File: config.mk
export PLATFORM = sky130hd
export DESIGN_NAME = xy_scan_reader_flat
export DESIGN_NICKNAME = d
export VERILOG_FILES = /design/src/rtl/xy_scan_pkg.sv /design/src/rtl/xy_scan_reader_if.sv /design/src/rtl/xy_scan_expect.sv /design/src/rtl/xy_scan_reader.sv /design/src/flat_wrapper.sv
export SDC_FILE = /design/constraint.sdc
export NUM_CORES = 1
export LEC_CHECK = 0
export BUFFER_PORTS_ARGS = -buffer_cell sky130_fd_sc_hd__buf_2
export CORE_MARGIN = 4
export CORE_UTILIZATION = 46
export DETAILED_ROUTE_END_ITERATION = 7
export PLACE_DENSITY = 0.76
export SLEW_MARGIN = 20
export SYNTH_ARGS = -nofsm -noshare
export SYNTH_HDL_FRONTEND = slang
export SYNTH_SLANG_ARGS = --single-unit
File: constraint.sdc
create_clock -name clock -period 1.35 [get_ports clock]
set_clock_uncertainty 0.1 [all_clocks]
set_input_delay 0.135 -clock clock [delete_from_list [all_inputs] [get_ports clock]]
set_output_delay 0.135 -clock clock [all_outputs]
set_load 0.01 [all_outputs]
File: src/rtl/xy_scan_pkg.sv
// Shared types and helpers for the XY scan reader: FSM state, coordinate pair, raster successor.
// Sequence checking is compiled in only when XY_SCAN_CHECK_EN is defined.
package xy_scan_pkg;

  typedef enum logic {
    SYNC_WAIT = 1'b0,
    LOCKED    = 1'b1
  } state_t;

  typedef struct packed {
    logic [15:0] x;
    logic [15:0] y;
  } xy_t;

  // Address/coordinate width that never collapses to zero bits.
  function automatic int unsigned clog2_min1(input int unsigned n);
    return (n <= 1) ? 1 : $clog2(n);
  endfunction

  function automatic xy_t xy_next(input logic [15:0] x, input logic [15:0] y,
                                  input int unsigned w, input int unsigned h);
    xy_t n;
    if (x != 16'(w - 1)) begin
      n.x = x + 16'd1;
      n.y = y;
    end else if (y != 16'(h - 1)) begin
      n.x = 16'd0;
      n.y = y + 16'd1;
    end else begin
      n.x = 16'd0;
      n.y = 16'd0;
    end
    return n;
  endfunction

endpackage

File: src/rtl/xy_scan_reader_if.sv
// Bundle between the scan counter / pixel RAM / video stage and the XY scan reader.
// err_count exists only when XY_SCAN_CHECK_EN is defined.
interface xy_scan_reader_if
  import xy_scan_pkg::*;
#(
  parameter int width  = 4,
  parameter int height = 10,
  parameter int DATA_W = 8
);
  localparam int XW = clog2_min1(width);
  localparam int YW = clog2_min1(height);
  localparam int AW = clog2_min1(width * height);

  logic              enable;
  logic [XW-1:0]     x;
  logic [YW-1:0]     y;
  logic              mem_rd;
  logic [AW-1:0]     mem_addr;
  logic [DATA_W-1:0] mem_data;
  logic              pix_valid;
  logic [DATA_W-1:0] pix_data;
  logic              frame_start;
  logic              line_end;
  logic              locked;
  logic              seq_err;
`ifdef XY_SCAN_CHECK_EN
  logic [7:0]        err_count;

  modport slave (
    input  enable, x, y, mem_data,
    output mem_rd, mem_addr, pix_valid, pix_data, frame_start, line_end, locked, seq_err, err_count
  );
  modport master (
    output enable, x, y, mem_data,
    input  mem_rd, mem_addr, pix_valid, pix_data, frame_start, line_end, locked, seq_err, err_count
  );
`else
  modport slave (
    input  enable, x, y, mem_data,
    output mem_rd, mem_addr, pix_valid, pix_data, frame_start, line_end, locked, seq_err
  );
  modport master (
    output enable, x, y, mem_data,
    input  mem_rd, mem_addr, pix_valid, pix_data, frame_start, line_end, locked, seq_err
  );
`endif
endinterface

File: src/rtl/xy_scan_expect.sv
// Holds the raster successor of the last accepted coordinate (used when XY_SCAN_CHECK_EN is defined).
module xy_scan_expect
  import xy_scan_pkg::*;
#(
  parameter int width  = 4,
  parameter int height = 10,
  localparam int XW = clog2_min1(width),
  localparam int YW = clog2_min1(height)
) (
  input  logic          clock,
  input  logic          reset,
  input  logic          upd,
  input  logic [XW-1:0] x,
  input  logic [YW-1:0] y,
  output xy_t           exp_xy
);

  xy_t nxt;

  always_comb nxt = xy_next(16'(x), 16'(y), width, height);

  always_ff @(posedge clock or posedge reset) begin
    if (reset) begin
      exp_xy <= '0;
    end else if (upd) begin
      exp_xy <= nxt;
    end
  end

endmodule

File: src/rtl/xy_scan_reader.sv
// Raster-order checker and framebuffer reader: (x,y) stream in, pixels with frame/line markers out.
// Define XY_SCAN_CHECK_EN to enable sequence checking and the saturating err_count.
module xy_scan_reader
  import xy_scan_pkg::*;
#(
  parameter int width  = 4,
  parameter int height = 10,
  parameter int DATA_W = 8
) (
  input  logic             clock,
  input  logic             reset,
  xy_scan_reader_if.slave  bus
);

  localparam int XW = clog2_min1(width);
  localparam int AW = clog2_min1(width * height);

  state_t state_q, state_d;
  logic   acc, err_d, is00;

  logic [AW-1:0]     addr_p0;
  logic              rd_p0, fs_p0, le_p0;
  logic              vld_p1, fs_p1, le_p1;
  logic              vld_p2, fs_p2, le_p2;
  logic [DATA_W-1:0] data_p2;
  logic              err_q;

  assign is00 = (bus.x == '0) && (bus.y == '0);

`ifdef XY_SCAN_CHECK_EN
  xy_t  exp_xy;
  logic match;
  logic [7:0] err_cnt_q;

  xy_scan_expect #(.width(width), .height(height)) u_expect (
    .clock  (clock),
    .reset  (reset),
    .upd    (acc),
    .x      (bus.x),
    .y      (bus.y),
    .exp_xy (exp_xy)
  );

  assign match = (exp_xy.x == 16'(bus.x)) && (exp_xy.y == 16'(bus.y));

  always_ff @(posedge clock or posedge reset) begin
    if (reset) begin
      err_cnt_q <= 8'd0;
    end else if (err_d && (err_cnt_q != 8'hFF)) begin
      err_cnt_q <= err_cnt_q + 8'd1;
    end
  end

  assign bus.err_count = err_cnt_q;
`endif

  always_comb begin
    state_d = state_q;
    acc     = 1'b0;
    err_d   = 1'b0;
    case (state_q)
      SYNC_WAIT: begin
        if (bus.enable && is00) begin
          acc     = 1'b1;
          state_d = LOCKED;
        end
      end
      LOCKED: begin
        if (bus.enable) begin
`ifdef XY_SCAN_CHECK_EN
          if (match) begin
            acc = 1'b1;
          end else begin
            // A stray (0,0) is still a valid frame start, so it relocks immediately.
            err_d = 1'b1;
            if (is00) acc = 1'b1;
            else      state_d = SYNC_WAIT;
          end
`else
          acc = 1'b1;
`endif
        end
      end
      default: state_d = SYNC_WAIT;
    endcase
  end

  always_ff @(posedge clock or posedge reset) begin
    if (reset) begin
      state_q <= SYNC_WAIT;
      err_q   <= 1'b0;
      rd_p0   <= 1'b0;
      addr_p0 <= '0;
      fs_p0   <= 1'b0;
      le_p0   <= 1'b0;
      vld_p1  <= 1'b0;
      fs_p1   <= 1'b0;
      le_p1   <= 1'b0;
      vld_p2  <= 1'b0;
      fs_p2   <= 1'b0;
      le_p2   <= 1'b0;
      data_p2 <= '0;
    end else begin
      state_q <= state_d;
      err_q   <= err_d;
      // p0: RAM request; address is a running count restarted by (0,0)
      rd_p0   <= acc;
      if (acc) begin
        addr_p0 <= is00 ? '0 : addr_p0 + AW'(1);
        fs_p0   <= is00;
        le_p0   <= (bus.x == XW'(width - 1));
      end
      // p1: RAM is registering the read data during this stage
      vld_p1  <= rd_p0;
      fs_p1   <= rd_p0 & fs_p0;
      le_p1   <= rd_p0 & le_p0;
      // p2: capture RAM output together with its markers
      vld_p2  <= vld_p1;
      fs_p2   <= fs_p1;
      le_p2   <= le_p1;
      if (vld_p1) data_p2 <= bus.mem_data;
    end
  end

  assign bus.mem_rd      = rd_p0;
  assign bus.mem_addr    = addr_p0;
  assign bus.pix_valid   = vld_p2;
  assign bus.pix_data    = data_p2;
  assign bus.frame_start = fs_p2;
  assign bus.line_end    = le_p2;
  assign bus.locked      = (state_q == LOCKED);
  assign bus.seq_err     = err_q;

endmodule
File: src/flat_wrapper.sv
// flat-port wrapper written by rule: the top's interface ports become plain ports
module xy_scan_reader_flat import xy_scan_pkg::*;
#(
  parameter int width  = 4,
  parameter int height = 10,
  parameter int DATA_W = 8
)
  (clock, reset, bus_enable, bus_x, bus_y, bus_mem_data, bus_mem_rd, bus_mem_addr, bus_pix_valid, bus_pix_data, bus_frame_start, bus_line_end, bus_locked, bus_seq_err);
  xy_scan_reader_if #(.width(width), .height(height), .DATA_W(DATA_W)) bus_i ();
  input  logic clock;
  input  logic reset;
  input wire logic [$bits(bus_i.enable)-1:0] bus_enable;
  input wire logic [$bits(bus_i.x)-1:0] bus_x;
  input wire logic [$bits(bus_i.y)-1:0] bus_y;
  input wire logic [$bits(bus_i.mem_data)-1:0] bus_mem_data;
  output wire logic [$bits(bus_i.mem_rd)-1:0] bus_mem_rd;
  output wire logic [$bits(bus_i.mem_addr)-1:0] bus_mem_addr;
  output wire logic [$bits(bus_i.pix_valid)-1:0] bus_pix_valid;
  output wire logic [$bits(bus_i.pix_data)-1:0] bus_pix_data;
  output wire logic [$bits(bus_i.frame_start)-1:0] bus_frame_start;
  output wire logic [$bits(bus_i.line_end)-1:0] bus_line_end;
  output wire logic [$bits(bus_i.locked)-1:0] bus_locked;
  output wire logic [$bits(bus_i.seq_err)-1:0] bus_seq_err;
  assign bus_i.enable = bus_enable;
  assign bus_i.x = bus_x;
  assign bus_i.y = bus_y;
  assign bus_i.mem_data = bus_mem_data;
  assign bus_mem_rd = bus_i.mem_rd;
  assign bus_mem_addr = bus_i.mem_addr;
  assign bus_pix_valid = bus_i.pix_valid;
  assign bus_pix_data = bus_i.pix_data;
  assign bus_frame_start = bus_i.frame_start;
  assign bus_line_end = bus_i.line_end;
  assign bus_locked = bus_i.locked;
  assign bus_seq_err = bus_i.seq_err;
  xy_scan_reader #(.width(width), .height(height), .DATA_W(DATA_W)) u_core (.clock(clock), .reset(reset), .bus(bus_i));
endmodule
Yosys cells after proc, flatten, opt, wreduce, memory -nomap -nowiden
Cells that the tools add are included.
Widths: inputs -> output; s select.

storage, ports and cells
  register bits after elaboration = 24
  logic and storage cells = 26
  output and inout port bits = 20
  bits of input ports = 17

operators by class
  bitwise gates (word level) = 3
  eq/ne operators = 1
  reductions and logical operators = 4
  $add $sub $neg = 1
  muxes and demuxes = 5

operator list
  cell                 count
  $add 6x1->6 const B  1
  $mux 6               1
  $logic_not 4->1      1
  $mux 1               3
  $and 1x1->1          2
  $eq 2x2->1 const B   1
  $logic_and 1x1->1    2
  $logic_not 2->1      1
  $pmux 1 s2           1
  $not 1->1            1

Longest topological paths before layout
  word-level depth = 5
  gate-level depth with buffers = 5

Worst setup path before layout
OpenSTA, ideal clock, no wires.

  kind = input -> register
  start point = in bus_x[1]
  end point = reg u_core.addr_p0[3], in the netlist u_core.bus.mem_addr[3]
  path slack = -0.169 ns
  buffers on the path = 0
  data required time = 1.132 ns
  data arrival time = 1.301 ns
  stages = 4
  setup time = 0.118 ns
  cell sequence = or4_4 > nor3_4 > and4bb_1 > a21o_1

on the way
  longest elaborated chain between the ends = 5
  elaborated cells on any way between the ends = 6
  classes of those cells = 3 x mux; 3 x reduce/logical

ends and longest elaborated chain
  item                   RTL line               source
  start, declared        flat_wrapper.sv:13     input wire logic [$bits(bus_i.x)-1:0] bus_x;
  $logic_not 2->1 (*)    xy_scan_reader.sv:28   assign is00 = (bus.x == '0) && (bus.y == '0);
  $logic_and 1x1->1 (*)  xy_scan_reader.sv:28
  $logic_and 1x1->1      xy_scan_reader.sv:63   if (bus.enable && is00) begin
  $mux 1                 xy_scan_reader.sv:63
  $pmux 1 s2             xy_scan_reader.sv:61   case (state_q)
  end signal, assigned   xy_scan_reader.sv:109  addr_p0 <= is00 ? '0 : addr_p0 + AW'(1);
  end, declared          xy_scan_reader.sv:21   logic [AW-1:0] addr_p0;

Mark *: on every way between the ends. The rest lies on a longest branch, timed or not.
A chain may end at the register's enable or synchronous reset.

Worst setup path after layout
  start point = reg u_core.addr_p0[0], in the netlist u_core.bus.mem_addr[0]
  end point = reg u_core.addr_p0[2], in the netlist u_core.bus.mem_addr[2]

on the way
  longest elaborated chain between the ends = 2

ends and longest elaborated chain
  item         RTL line
  $add 6x1->6  xy_scan_reader.sv:109
  $mux 6       xy_scan_reader.sv:109

No other way between the ends.

==> impl_metrics.ini <==
[floorplan]
fp.dieW_um = 53.7
die_h_um = 53.7
core_um2 = 1980
fp-row-count = 16
die_area_um2 = 2890
start_util = 0.485
top_level_ports = 37

[global_routing]
grt_pass1_vias = 715
grt_max_degree = 25
antenna_found_initial = 0
grt_pass1_wl_um = 3110
grt_use_total = 0.150
overflow = 0

[clock_network]
cts_root_buffer = clkbuf_4
cts_tree = done
cts_num_sinks = 24
clkLatencyLatePin_ps = 300
cts_buffers = 3
clockBufferDepth = 2
cts.clk_slew.worst_paths_ps = 130
htree_levels = 1

[sta]
timing.hold.ws_ps = 69.3
fmax_mhz = 778
drv_slew = 0
period_needed_ps = 1290
hold_violations = 0
min_period_over_period = 0.952
rsz0062_at_grt = no
setup_viol = 0
setup_ws_ps = 64.1

[placement]
hpwl_um = 1340
dpl_cell_area_um2 = 1200
port-buffer-count = 35
routabilityCongestion = 0.775
place_ws_ps = -373

[cells_and_area]
finalInstanceArea_um2 = 1420
ff_latch_area_um2 = 602
area_growth_syn_to_layout_pct = 47.2
nFillCells = 148
multi_input_area_um2 = 340
drive_gt1_frac = 0.520
insertedDiodeCount = 0
num-nets-final = 146

[logic_synthesis]
synth_edf_count = 0
yosysWarnings = 0
synth.distinct_cells = 28
ys_seq_area_frac = 0.624
syn_area_um2 = 962
avgSynthCellArea_um2 = 13.7
synth_cells = 70
synthFlopType = dfrtp_1
syn-num-nets = 88
ys_async_sr_fraction = 1.00
ys_seq_elements = 24

[route]
avgRoutedWirePerCell_um = 13.0
drcViolationCount = 0
finalWirelength_um = 2000
drtAntennaViolNets = 0
dr.pass1.iters = 3
first_iter_violations = 1
vias_per_cell = 4.89
route.vias.total = 753

[power]
internal_power_mw = 1.54
p_sw_mw = 0.590
power.density_nw_per_um2 = 1510
switching_share = 0.277
combinationalPowerShare = 0.290
power_frac_seq = 0.475
ir_drop_uv = 956
pwr-share-clk = 0.235
leakagePower_nw = 0.748

[worst_setup_path]
crit_family = flip-flops
path_cells = ha_2 > and2_1 > and4bb_1 > a21o_1
crit_cells = 4
startpoint_type = register
crit_slowest_cell = dfrtp_1
r2r_cells = 4
crit_buf_inv = 0
required_ps = 1460
crit_type = register to register
arrival_ps = 1390
end_kind = register
crit_fanout = 3
crit_path_max_incr_delay_ps = 420

[min_path]
min_path_type = input port to register
hold_depth = 2

[flow_run]
drv_cap = 0

[run_status]
outcome = finished clean
==> stage by stage <==
step | cells | utilization | TNS (ps) | power (mW)
final | 154 | 0.715 | 0 | 2.13
after floorplan | 70 | - | -614 | 1.32
after detailed placement | 134 | 0.604 | -2630 | 1.57
after CTS | 151 | 0.700 | -16.8 | 2.10
after global placement | 134 | 0.604 | -2140 | 1.55
after global routing | 154 | 0.715 | 0 | 2.25
==> layout make-up <==
cell class,count,area share
inverters,4,0.0106
repair buffers,56,0.263
clock inverters,1,0.0212
flip-flops and latches,24,0.425
clock buffers,3,0.0159
multi-input cells,39,0.240
well taps,27,0.0239
==> power groups by stage <==
| stage | combinational [mW] | clock, mW | sequential [mW] |
|---|---|---|---|
| after floorplan | 0.229 | 0 | 1.09 |
| after global placement | 0.526 | 0 | 1.02 |
| after detailed placement | 0.540 | 0 | 1.03 |
| after CTS | 0.568 | 0.513 | 1.02 |
| after global routing | 0.672 | 0.537 | 1.04 |
| final | 0.619 | 0.501 | 1.01 |
==> kinds of logic after synthesis <==
group,share of synthesized area
mux,0.116
compound gates,0.0910
simple gates,0.121
buf+inv,0.0312
fa+ha+maj,0.0130
other cells,0.00390
flops,0.624
==> flip-flops by register name (all words and copies together) (netlist names) <==
| name | cells |
|---|---|
| u_core.le_p1 | 1 |
| u_core.fs_p0 | 1 |
| u_core.bus.pix_valid | 1 |
| u_core.bus.locked | 1 |
| u_core.fs_p1 | 1 |
| u_core.bus.frame_start | 1 |
| u_core.bus.mem_rd | 1 |
| u_core.le_p0 | 1 |
| u_core.vld_p1 | 1 |
| u_core.bus.mem_addr | 6 |
| u_core.bus.line_end | 1 |
| u_core.bus.pix_data | 8 |
==> placed cells by master (no fill, tap or decap), drive strengths merged <==
cell / synthesis / final
nand2: 2 / 2
mux2: 9 / 9
nand3: 1 / 1
o2bb2ai: 1 / 1
and4: 1 / 1
nand4: 1 / 1
dfrtp: 24 / 24
nor3b: 1 / 1
nor2: 1 / 1
buf: 1 / 45
dlygate4sd3: 0 / 11
bufinv: 0 / 1
conb: 1 / 1
inv: 4 / 4
clkbuf: 2 / 3
ha: 1 / 1
a21o: 3 / 3
a21oi: 1 / 1
or4: 1 / 1
o21ai: 3 / 3
o22ai: 2 / 2
and4bb: 2 / 2
nor3: 1 / 1
a22o: 2 / 2
nor2b: 1 / 1
mux2i: 1 / 1
and2: 3 / 3
==> layer usage <==
metal	up-vias	share of wire	GRT usage
met5	-	0	0
met4	0	0	0.0383
met3	0	0.093	0.0277
met2	31	0.52	0.284
met1	363	0.38	0.171
li1	359	-	-
==> Yosys cell counts (all sizes together), types with 2 or more instances <==
cell type  number  share of area
a21o            3          0.025
a22o            2          0.020
and2            3          0.020
and4bb          2          0.026
clkbuf          2         0.0078
dfrtp          24           0.62
inv             4          0.016
mux2            9           0.11
nand2           2         0.0078
o21ai           3          0.020
o22ai           2          0.013
==> timing repair <==
item,CTS,global route
endpoints found under the hold margin,33,1
buffers inserted,2,3
setup endpoints to repair,3,8
gates resized for setup,2,3
pin swaps,4,1
hold buffers,11,1
==> worst paths after layout <==
kind                                              from                     end  slack [ps]
worst min register to register            u_core.le_p1     u_core.bus.line_end         260
max in group asynchronous                        reset       u_core.bus.locked         570
worst max-delay path            u_core.bus.mem_addr[0]  u_core.bus.mem_addr[2]          60
min in group asynchronous                        reset    u_core.bus.pix_valid         340
worst min-delay path                        bus_enable  u_core.bus.mem_addr[5]          70
worst max register to register  u_core.bus.mem_addr[0]  u_core.bus.mem_addr[2]          60
==> worst reg2reg max path, cell delays in order, from the launching register on <==
cell	delay [ps]
dfrtp_1	420
ha_2	190
and2_1	140
and4bb_1	180
a21o_1	150
No activity file was read; power rests on OpenSTA's default activity.
